File: config.mk
export PLATFORM = sky130hd
export DESIGN_NAME = dmux8way16_loader
export DESIGN_NICKNAME = d
export VERILOG_FILES = /design/src/rtl/dmux8way16_loader_pkg.sv /design/src/rtl/dmux8way16_loader_dmux8way.sv /design/src/rtl/dmux8way16_loader.sv
export SDC_FILE = /design/constraint.sdc
export NUM_CORES = 1
export LEC_CHECK = 0
export ABC_AREA = 1
export ABC_CLOCK_PERIOD_IN_PS = 3450
export CORE_ASPECT_RATIO = 1.25
export CORE_MARGIN = 5
export CORE_UTILIZATION = 40
export CTS_CLUSTER_SIZE = 40
export DETAILED_ROUTE_END_ITERATION = 16
export GPL_TIMING_DRIVEN = 0
export HOLD_SLACK_MARGIN = 0.06
export PLACE_DENSITY = 0.75
export SLEW_MARGIN = 20
export SYNTH_ARGS = -nofsm -noshare
export SYNTH_HDL_FRONTEND = slang
export SYNTH_SLANG_ARGS = --single-unit
File: constraint.sdc
create_clock -name clk -period 3.45 [get_ports clk]
set_input_delay 0.345 -clock clk [delete_from_list [all_inputs] [get_ports clk]]
set_output_delay 0.345 -clock clk [all_outputs]
set_load 0.05 [all_outputs]
File: src/rtl/dmux8way16_loader_pkg.sv
// Shared types and constants for the 8-way word loader.
// Latency: n/a (declarations only).
// Backpressure: n/a (declarations only).
package dmux8way16_loader_pkg;

    // Fixed bank geometry: eight ways addressed by a 3-bit pointer.
    localparam int NUM_WAYS = 8;
    localparam int PTR_W    = 3;

    // Every way written once in the current frame.
    localparam logic [NUM_WAYS-1:0] ALL_LOADED = 8'hFF;

    // FILL accepts words; HOLD freezes the bank for the downstream reader.
    typedef enum logic {
        FILL = 1'b0,
        HOLD = 1'b1
    } state_e;

    // Control state of the loader, kept as one bundle so that the next-state
    // logic can start from the current value and override single fields.
    typedef struct packed {
        state_e                state;
        logic [PTR_W-1:0]      wr_ptr;
        logic [NUM_WAYS-1:0]   loaded;
        logic                  frame_done;
    } ctl_t;

    // Value the control bundle takes on reset.
    localparam ctl_t CTL_RESET = '{
        state:      FILL,
        wr_ptr:     '0,
        loaded:     '0,
        frame_done: 1'b0
    };

    // Sequential pointer advance; the 3-bit width makes way 7 wrap to way 0.
    function automatic logic [PTR_W-1:0] ptr_inc(input logic [PTR_W-1:0] ptr);
        return ptr + PTR_W'(1);
    endfunction

endpackage : dmux8way16_loader_pkg

File: src/rtl/dmux8way16_loader_dmux8way.sv
// 1-of-8 demux decoder: 3-bit select plus enable to a one-hot load strobe.
// Latency: purely combinational, zero cycles.
// Backpressure: none; the strobe is all zeros whenever the enable is low.
module dmux8way16_loader_dmux8way
    import dmux8way16_loader_pkg::*;
(
    input  logic [PTR_W-1:0]    sel,
    input  logic                en,
    output logic [NUM_WAYS-1:0] strobe
);

    // Raise exactly one strobe bit for the selected way, only when enabled.
    always_comb begin
        strobe = '0;
        if (en) begin
            strobe[sel] = 1'b1;
        end
    end

endmodule : dmux8way16_loader_dmux8way

File: src/rtl/dmux8way16_loader.sv
// Steers a valid/ready word stream into eight holding registers a..h, sequentially or by address.
// Latency: an accepted word is visible on its way output one cycle after the accept edge.
// Backpressure: in_ready drops during reset, while clear is high, and for the whole HOLD state.
module dmux8way16_loader
    import dmux8way16_loader_pkg::*;
#(
    parameter int WIDTH = 16
) (
    input  logic             clk,
    input  logic             reset,
    input  logic [WIDTH-1:0] in_data,
    input  logic             in_valid,
    output logic             in_ready,
    input  logic             auto_inc,
    input  logic [2:0]       addr,
    input  logic             clear,
    input  logic             frame_ack,
    output logic [WIDTH-1:0] a,
    output logic [WIDTH-1:0] b,
    output logic [WIDTH-1:0] c,
    output logic [WIDTH-1:0] d,
    output logic [WIDTH-1:0] e,
    output logic [WIDTH-1:0] f,
    output logic [WIDTH-1:0] g,
    output logic [WIDTH-1:0] h,
    output logic [2:0]       wr_ptr,
    output logic [7:0]       loaded,
    output logic             frame_done
);

    ctl_t                ctl_q;
    ctl_t                ctl_d;
    logic [WIDTH-1:0]    way_q [NUM_WAYS];
    logic                accept;
    logic [PTR_W-1:0]    target;
    logic [NUM_WAYS-1:0] load_stb;
    logic [NUM_WAYS-1:0] loaded_set;

    // Ready depends only on state, clear and reset so that it never waits on
    // in_valid; clear and reset take priority over any incoming word.
    assign in_ready = (ctl_q.state == FILL) && !clear && !reset;
    assign accept   = in_valid && in_ready;

    // Sequential writes follow the pointer; addressed writes use addr as given
    // in the accept cycle.
    assign target = auto_inc ? ctl_q.wr_ptr : addr;

    dmux8way16_loader_dmux8way u_dmux (
        .sel    (target),
        .en     (accept),
        .strobe (load_stb)
    );

    // Loaded set including the word accepted this cycle (rewrites are idempotent).
    assign loaded_set = ctl_q.loaded | load_stb;

    // Next-state and control update: FILL collects words until every way is
    // loaded, HOLD waits for the reader's acknowledge; clear overrides both.
    always_comb begin
        ctl_d            = ctl_q;
        ctl_d.frame_done = 1'b0;
        case (ctl_q.state)
            FILL: begin
                if (accept) begin
                    ctl_d.loaded = loaded_set;
                    if (auto_inc) begin
                        ctl_d.wr_ptr = ptr_inc(ctl_q.wr_ptr);
                    end
                    if (loaded_set == ALL_LOADED) begin
                        ctl_d.state      = HOLD;
                        ctl_d.frame_done = 1'b1;
                    end
                end
            end
            HOLD: begin
                if (frame_ack) begin
                    ctl_d.state  = FILL;
                    ctl_d.loaded = '0;
                    ctl_d.wr_ptr = '0;
                end
            end
            default: begin
                ctl_d = CTL_RESET;
            end
        endcase
        if (clear) begin
            ctl_d.state      = FILL;
            ctl_d.loaded     = '0;
            ctl_d.wr_ptr     = '0;
            ctl_d.frame_done = 1'b0;
        end
    end

    // Control state register with synchronous reset.
    always_ff @(posedge clk) begin
        if (reset) begin
            ctl_q <= CTL_RESET;
        end else begin
            ctl_q <= ctl_d;
        end
    end

    // Holding registers: each way loads only on its decoder strobe, so the
    // bank stays frozen in HOLD and keeps its contents across clear/ack.
    always_ff @(posedge clk) begin
        for (int i = 0; i < NUM_WAYS; i++) begin
            if (reset) begin
                way_q[i] <= '0;
            end else if (load_stb[i]) begin
                way_q[i] <= in_data;
            end
        end
    end

    assign a = way_q[0];
    assign b = way_q[1];
    assign c = way_q[2];
    assign d = way_q[3];
    assign e = way_q[4];
    assign f = way_q[5];
    assign g = way_q[6];
    assign h = way_q[7];

    assign wr_ptr     = ctl_q.wr_ptr;
    assign loaded     = ctl_q.loaded;
    assign frame_done = ctl_q.frame_done;

endmodule : dmux8way16_loader
==> flow_summary_export.csv, run 1 <==
group,metric,value,unit
outcome,status,"finished, final reports clean",
floorplan,start_util,41.2,%
worst_hold_path,min_path_type,"register to register",
setup_path,setup.worst_path.class,"primary input to register",
logic_synthesis,yosysSeqAreaShare,77.9,%
logic_synthesis,yosysUniqueCellTypes,19,
grt,grt_pass1_vias,3795,
drt,drt_pass1_iterations,5,
sta,setup_viol,0,
cts,cts_hold_buf,0,
logic_synthesis,syn_inst,414,
setup_path,crit_required,3.42,ns
grt,antenna_found_initial,0,
job,drv_cap,0,
drt,route.antenna.remaining_nets,0,
cts,clock_latency,0.41,ns
finish,final_common_cell,"clkdlybuf4s50_1",
sta,finalCritPeriodShare,74.1,%
cts,post-cts-setup-buffer-count,0,
logic_synthesis,syn-num-nets,440,
sta,fin_skew,0.00798,ns
cts,htreeDepth,4,
place,place_congestion,0.804,
power,power_leakage,3.10,nW
logic_synthesis,syn-cell-area,0.00527,mm^2
floorplan,die_w,113,um
logic_synthesis,yosysWarnings,0,
floorplan,die_h,138,um
sta,drv_slew,0,
sta,layout_setup_ws,0.893,ns
floorplan,io_pins,166,
cts,cts_max_path_buffers,2,
cts,path_clk_slew,0.05,ns
logic_synthesis,ys_ff_latch,141,
finish,final_cell_mix,"clkdlybuf4s50_1 (165), nor2_1 (133), edfxtp_1 (128), nand2_1 (49), inv_1 (35)",
sta,final-hold-violation-count,0,
sta,rsz0062_at_grt,"false",
place,detailed_place_hpwl,10100,um
drt,route.detailed.drc,0,
finish,layout.cells.non_filler,779,
setup_path,worstSetupEndpointType,"register",
setup_path,r2r_start,"ctl_q[12]",
drt,vias_per_cell,4.66,
grt,overflow,0,
worst_hold_path,worstHoldPathCells,2,
cts,root_buffer,"clkbuf_16",
drt,drt-wirelength-per-cell,17.5,um
place,placed_area,0.00713,mm^2
power,vdd_drop_max,0.322,mV
sta,post-route-min-period,2.56,ns
finish,stdcell_area,0.00783,mm^2
setup_path,worst_setup_path_start_kind,"primary input",
drt,drt_iter0_drc,176,
power,power_density,588,mW/mm^2
grt,grt_usage,17.6,%
cts,cts_inserted_buffers,17,
place,dpl_worst_slack,0.445,ns
drt,wl,13600,um
sta,tightest_slew,0.770,ns
setup_path,critPathMaxFanout,16,
logic_synthesis,syn_avg_cell_area,12.7,um^2
setup_path,crit_start,"auto_inc",
place,port_buffers,165,
cts,cts_tree,"done",
cts,ctsResizeCount,0,
floorplan,die_area,0.0156,mm^2
setup_path,r2r_cells,6,
finish,antenna_cells,0,
grt,grt_pass1_wl,20900,um
worst_hold_path,hp-start,"loaded[3]",
finish,area_delta_synth_final,48.6,%
floorplan,rows,46,
finish,nFillCells,1027,
cts,clock-sinks,141,
finish,num-nets-final,624,
finish,drive_above_1_share,9.98,%
floorplan,core,0.0128,mm^2
sta,slew_headroom,48.5,%
sta,holdWs,0.502,ns
setup_path,crit_arrival,2.52,ns
sta,fin_setup_tns,0,ns
place,dp_cells,747,
grt,grt_max_degree,17,
drt,via_count,3628,
sta,fmax,0.391,GHz
==> report_power, final <==
part | internal [mW] | leakage, nW | switching (mW)
registers | 1.93 | 1.42 | 0.0213
clock network | 1.47 | 0.335 | 0.659
logic | 0.144 | 1.34 | 0.373
==> cell families after synthesis <==
| family | after synthesis | synth area share, % |
|---|---|---|
| fa+ha+maj | 1 | 0.238 |
| flops | 141 | 77.9 |
| simple gates | 203 | 15.7 |
| buf+inv | 55 | 4.71 |
| compound gates | 14 | 1.40 |
==> cells in the mapped netlist <==
cell        n  area [um^2]
nor2_1    133          499
edfxtp_1  128         3840
nand2_1    49          184
inv_1      35          131
dfxtp_1    13          260
buf_4      11         82.6
nand2_2    10         62.6
o21ai_0     9         45.0
buf_1       8         30.0
nor2_2      5         31.3
a21oi_1     4         20.0
nor2_4      2         22.5
a21oi_2     1         8.76
ha_1        1         12.5
inv_2       1         3.75
nand3_2     1         10.0
nor3_1      1         5.00
or2_1       1         6.26
or2_2       1         6.26
==> metal layers <==
layer	vias up	global-route usage (%)	part of all wire, %
met1	1720	19.7	36
li1	1721	-	-
met2	166	30.8	53
met5	-	0	0
met4	0	5.82	1.9
met3	21	6.50	9.1
==> critical path: stages <==
cell and delay, ns:
clkdlybuf4s50_1 0.52, inv_2 0.17, nand2_1 0.07, nand2_1 0.11
nor2_2 0.08, nand2_2 0.21, buf_1 0.42, nand2_1 0.60
==> sequential cells by signal, summed over array words and instances (netlist names) <==
register	count
loaded	8
wr_ptr	3
way_q	128
ctl_q	1
frame_done	1
==> cell type report <==
type                            count  area, um^2  area share [%]
Multi-Input combinational cell    218         913            11.7
Clock inverter                     10         235            3.01
Tap cell                          168         210            2.69
Inverter                           36         135            1.73
Sequential cell                   141        4100            52.4
Buffer                             19         113            1.44
Timing Repair Buffer              165        1650            21.1
Clock buffer                       22         464            5.93
==> path summary, 6_finish.rpt <==
kind	end	slack (ns)
worst min-delay path	loaded[3]	0.50
worst max register to register	way_q[0][52]	1.10
worst min register to register	loaded[3]	0.50
worst max-delay path	way_q[0][52]	0.89
==> through the flow <==
| step | total power [mW] | utilization (%) |
|---|---|---|
| floorplan | 2.30 | - |
| global placement | 2.50 | 55.8 |
| detailed placement | 2.51 | 55.8 |
| CTS | 4.63 | 61.3 |
| global route | 4.73 | 61.3 |
| finish | 4.60 | 61.3 |
No activity file was read; power rests on OpenSTA's default activity.
==> run 2: changes to the inputs <==
--- a/config.mk
+++ b/config.mk
@@ -6,7 +6,7 @@
 export NUM_CORES = 1
 export LEC_CHECK = 0
 export ABC_AREA = 1
-export ABC_CLOCK_PERIOD_IN_PS = 3450
+export ABC_CLOCK_PERIOD_IN_PS = 2050
 export CORE_ASPECT_RATIO = 1.25
 export CORE_MARGIN = 5
 export CORE_UTILIZATION = 40
@@ -14,7 +14,7 @@
 export DETAILED_ROUTE_END_ITERATION = 16
 export GPL_TIMING_DRIVEN = 0
 export HOLD_SLACK_MARGIN = 0.06
-export PLACE_DENSITY = 0.75
+export PLACE_DENSITY = 0.78
 export SLEW_MARGIN = 20
 export SYNTH_ARGS = -nofsm -noshare
 export SYNTH_HDL_FRONTEND = slang
==> constraint.sdc (replaced) <==
create_clock -name clk -period 2.05 [get_ports clk]
set_input_delay 0.205 -clock clk [delete_from_list [all_inputs] [get_ports clk]]
set_output_delay 0.205 -clock clk [all_outputs]
set_load 0.05 [all_outputs]
==> run 2 against run 1 <==
Net effect:
- register-to-register slack got worse by 0.90 ns
- cell area fell by 0.77%
- worst hold slack got worse by 0.012 ns
- cell count fell by 0.13%
- die area did not move
- non-clock buffer count fell by 1
- global-route usage fell by 0.60 points
- critical path depth fell by 6
- total power rose by 55%
- flip-flop and latch count did not move
- routed wire length fell by 2.0%
- sequential power rose by 69%
==> flow_summary_export.csv, run 2 (synthesis results as in run 1) <==
group,metric,value,unit
outcome,status,"finished, final reports clean",
finish,drive_above_1_share,12.6,%
sta,rsz0062_at_grt,"false",
floorplan,die_h,138,um
drt,drt-wirelength-per-cell,17.1,um
sta,drv_slew,0,
setup_path,setup.worst_path.class,"register to output pin",
finish,post-route-util,60.8,%
setup_path,r2r_cells,6,
power,power_leakage,3.08,nW
floorplan,io_pins,166,
finish,num-nets-final,623,
cts,clock-sinks,141,
finish,top_register,"way_q",
worst_hold_path,min_path_type,"primary input to register",
grt,grt_usage,17.0,%
sta,tightest_slew,0.660,ns
floorplan,core,0.0128,mm^2
sta,setup_viol,0,
floorplan,die_w,113,um
setup_path,path_cells,"buf_4 -> clkdlybuf4s50_1",
drt,route.detailed.drc,0,
drt,vias_per_cell,4.60,
power,power_density,919,mW/mm^2
sta,finalCritPeriodShare,93.7,%
setup_path,worst_setup_path_start_kind,"register",
sta,slew_headroom,56.0,%
setup_path,crit_arrival,1.71,ns
setup_path,slowest_delay,0.79,ns
cts,path_clk_slew,0.06,ns
sta,fin_skew,0.00732,ns
drt,drt_pass1_iterations,4,
cts,cts_inserted_buffers,17,
worst_hold_path,worstHoldPathCells,4,
floorplan,rows,46,
setup_path,r2r_end,"way_q[1][1]",
worst_hold_path,hp-start,"clear",
cts,cts_max_path_buffers,2,
setup_path,r2r_slack,0.20,ns
floorplan,die_area,0.0156,mm^2
grt,overflow,0,
sta,fmax,0.521,GHz
setup_path,r2r_start,"ctl_q[12]",
drt,route.antenna.remaining_nets,0,
cts,cts_tree,"done",
grt,antenna_found_initial,0,
place,place_congestion,0.824,
sta,layout_setup_ws,0.130,ns
place,dpl_worst_slack,-0.648,ns
sta,final-hold-violation-count,0,
cts,clock_latency,0.41,ns
finish,largest_reg_flops,128,
place,port_buffers,165,
power,vdd_drop_max,0.542,mV
grt,grt_pass1_wl,20300,um
setup_path,critPathMaxFanout,4,
drt,drt_iter0_drc,123,
setup_path,critPathBufInv,2,
job,drv_cap,0,
cts,htreeDepth,4,
worst_hold_path,hold_end,"wr_ptr[0]",
sta,post-route-min-period,1.92,ns
setup_path,worstSetupEndpointType,"output pin",
finish,final_common_cell,"clkdlybuf4s50_1",
cts,root_buffer,"clkbuf_16",
finish,antenna_cells,0,
finish,nFillCells,1005,
grt,grt_max_degree,17,
setup_path,cp_top_family,"buffers and inverters",
finish,final_cell_mix,"clkdlybuf4s50_1 (163), nor2_1 (133), edfxtp_1 (128), nand2_1 (41), inv_1 (35)",
drt,wl,13300,um
floorplan,start_util,41.2,%
place,detailed_place_hpwl,9930,um
finish,area_delta_synth_final,47.5,%
setup_path,cp_slowest_cell,"clkdlybuf4s50_1",
grt,grt_pass1_vias,3681,
drt,via_count,3581,
setup_path,crit_required,1.85,ns
-- run 2: cell type report --
| cell class | count | area, um^2 | area share (%) |
|---|---|---|---|
| sequential | 141 | 4100 | 52.8 |
| buffer | 18 | 115 | 1.48 |
| tap | 168 | 210 | 2.71 |
| clock inverter | 15 | 155 | 2.00 |
| clock buffer | 17 | 425 | 5.48 |
| inverter | 36 | 135 | 1.74 |
| timing repair buffer | 165 | 1650 | 21.3 |
| multi-input combinational | 218 | 968 | 12.5 |
-- run 2: worst max-delay path by stage --
| stage | depth (start not counted) | start | end | slack (ns) |
|---|---|---|---|---|
| 3_5_place_dp | 8 | auto_inc | way_q[0][16] | -0.65 |
| 5_1_grt | 7 | reset | way_q[1][1] | 0.003 |
| 6_report | 2 | wr_ptr[2] | wr_ptr[2] | 0.13 |
| 2_1_floorplan | 6 | ctl_q[12] | way_q[0][0] | 0.25 |
| 3_3_place_gp | 7 | reset | way_q[1][33] | -0.61 |
| 4_1_cts | 7 | reset | way_q[0][12] | 0.02 |
-- run 2: per-stage QoR --
step	instance area (um^2)	hold WS, ns	std cells	power, mW	TNS, ns
2_1_floorplan	5270	0.382	414	3.88	0
3_3_place_gp	7130	0.486	747	4.21	-71.98
3_5_place_dp	7130	0.487	747	4.22	-78.75
4_1_cts	7730	0.476	779	7.16	0
5_1_grt	7770	0.509	778	7.33	0
6_report	7770	0.490	778	7.13	0
-- run 2: power by group --
group	switching [mW]	leakage, nW	internal, mW
clock	1.26	0.273	1.71
combinational	0.626	1.38	0.247
sequential	0.0403	1.42	3.25
total	1.93	3.08	5.21
-- run 2: metal layers --
metal	track usage (%)	part of all wire, %	vias up
li1	-	-	1722
met1	19.4	38	1697
met2	30.8	54	146
met3	4.63	7.0	16
met4	4.94	1.3	0
met5	0	0	-
-- run 2: worst reg2reg max path: stages, from the launching register on --
cell and delay (ns):
dfxtp_1 0.32, inv_1 0.10, nand3_2 0.18, nor2_4 0.20
nand2_2 0.15, buf_1 0.29, nand2_4 0.28
-- run 2: what timing repair did --
item	CTS	global route
endpoints found under the hold margin	0	0
gates resized for setup	9	13
hold buffers	0	0
setup endpoints to repair	129	129
pin swaps	0	1
buffers inserted	0	0
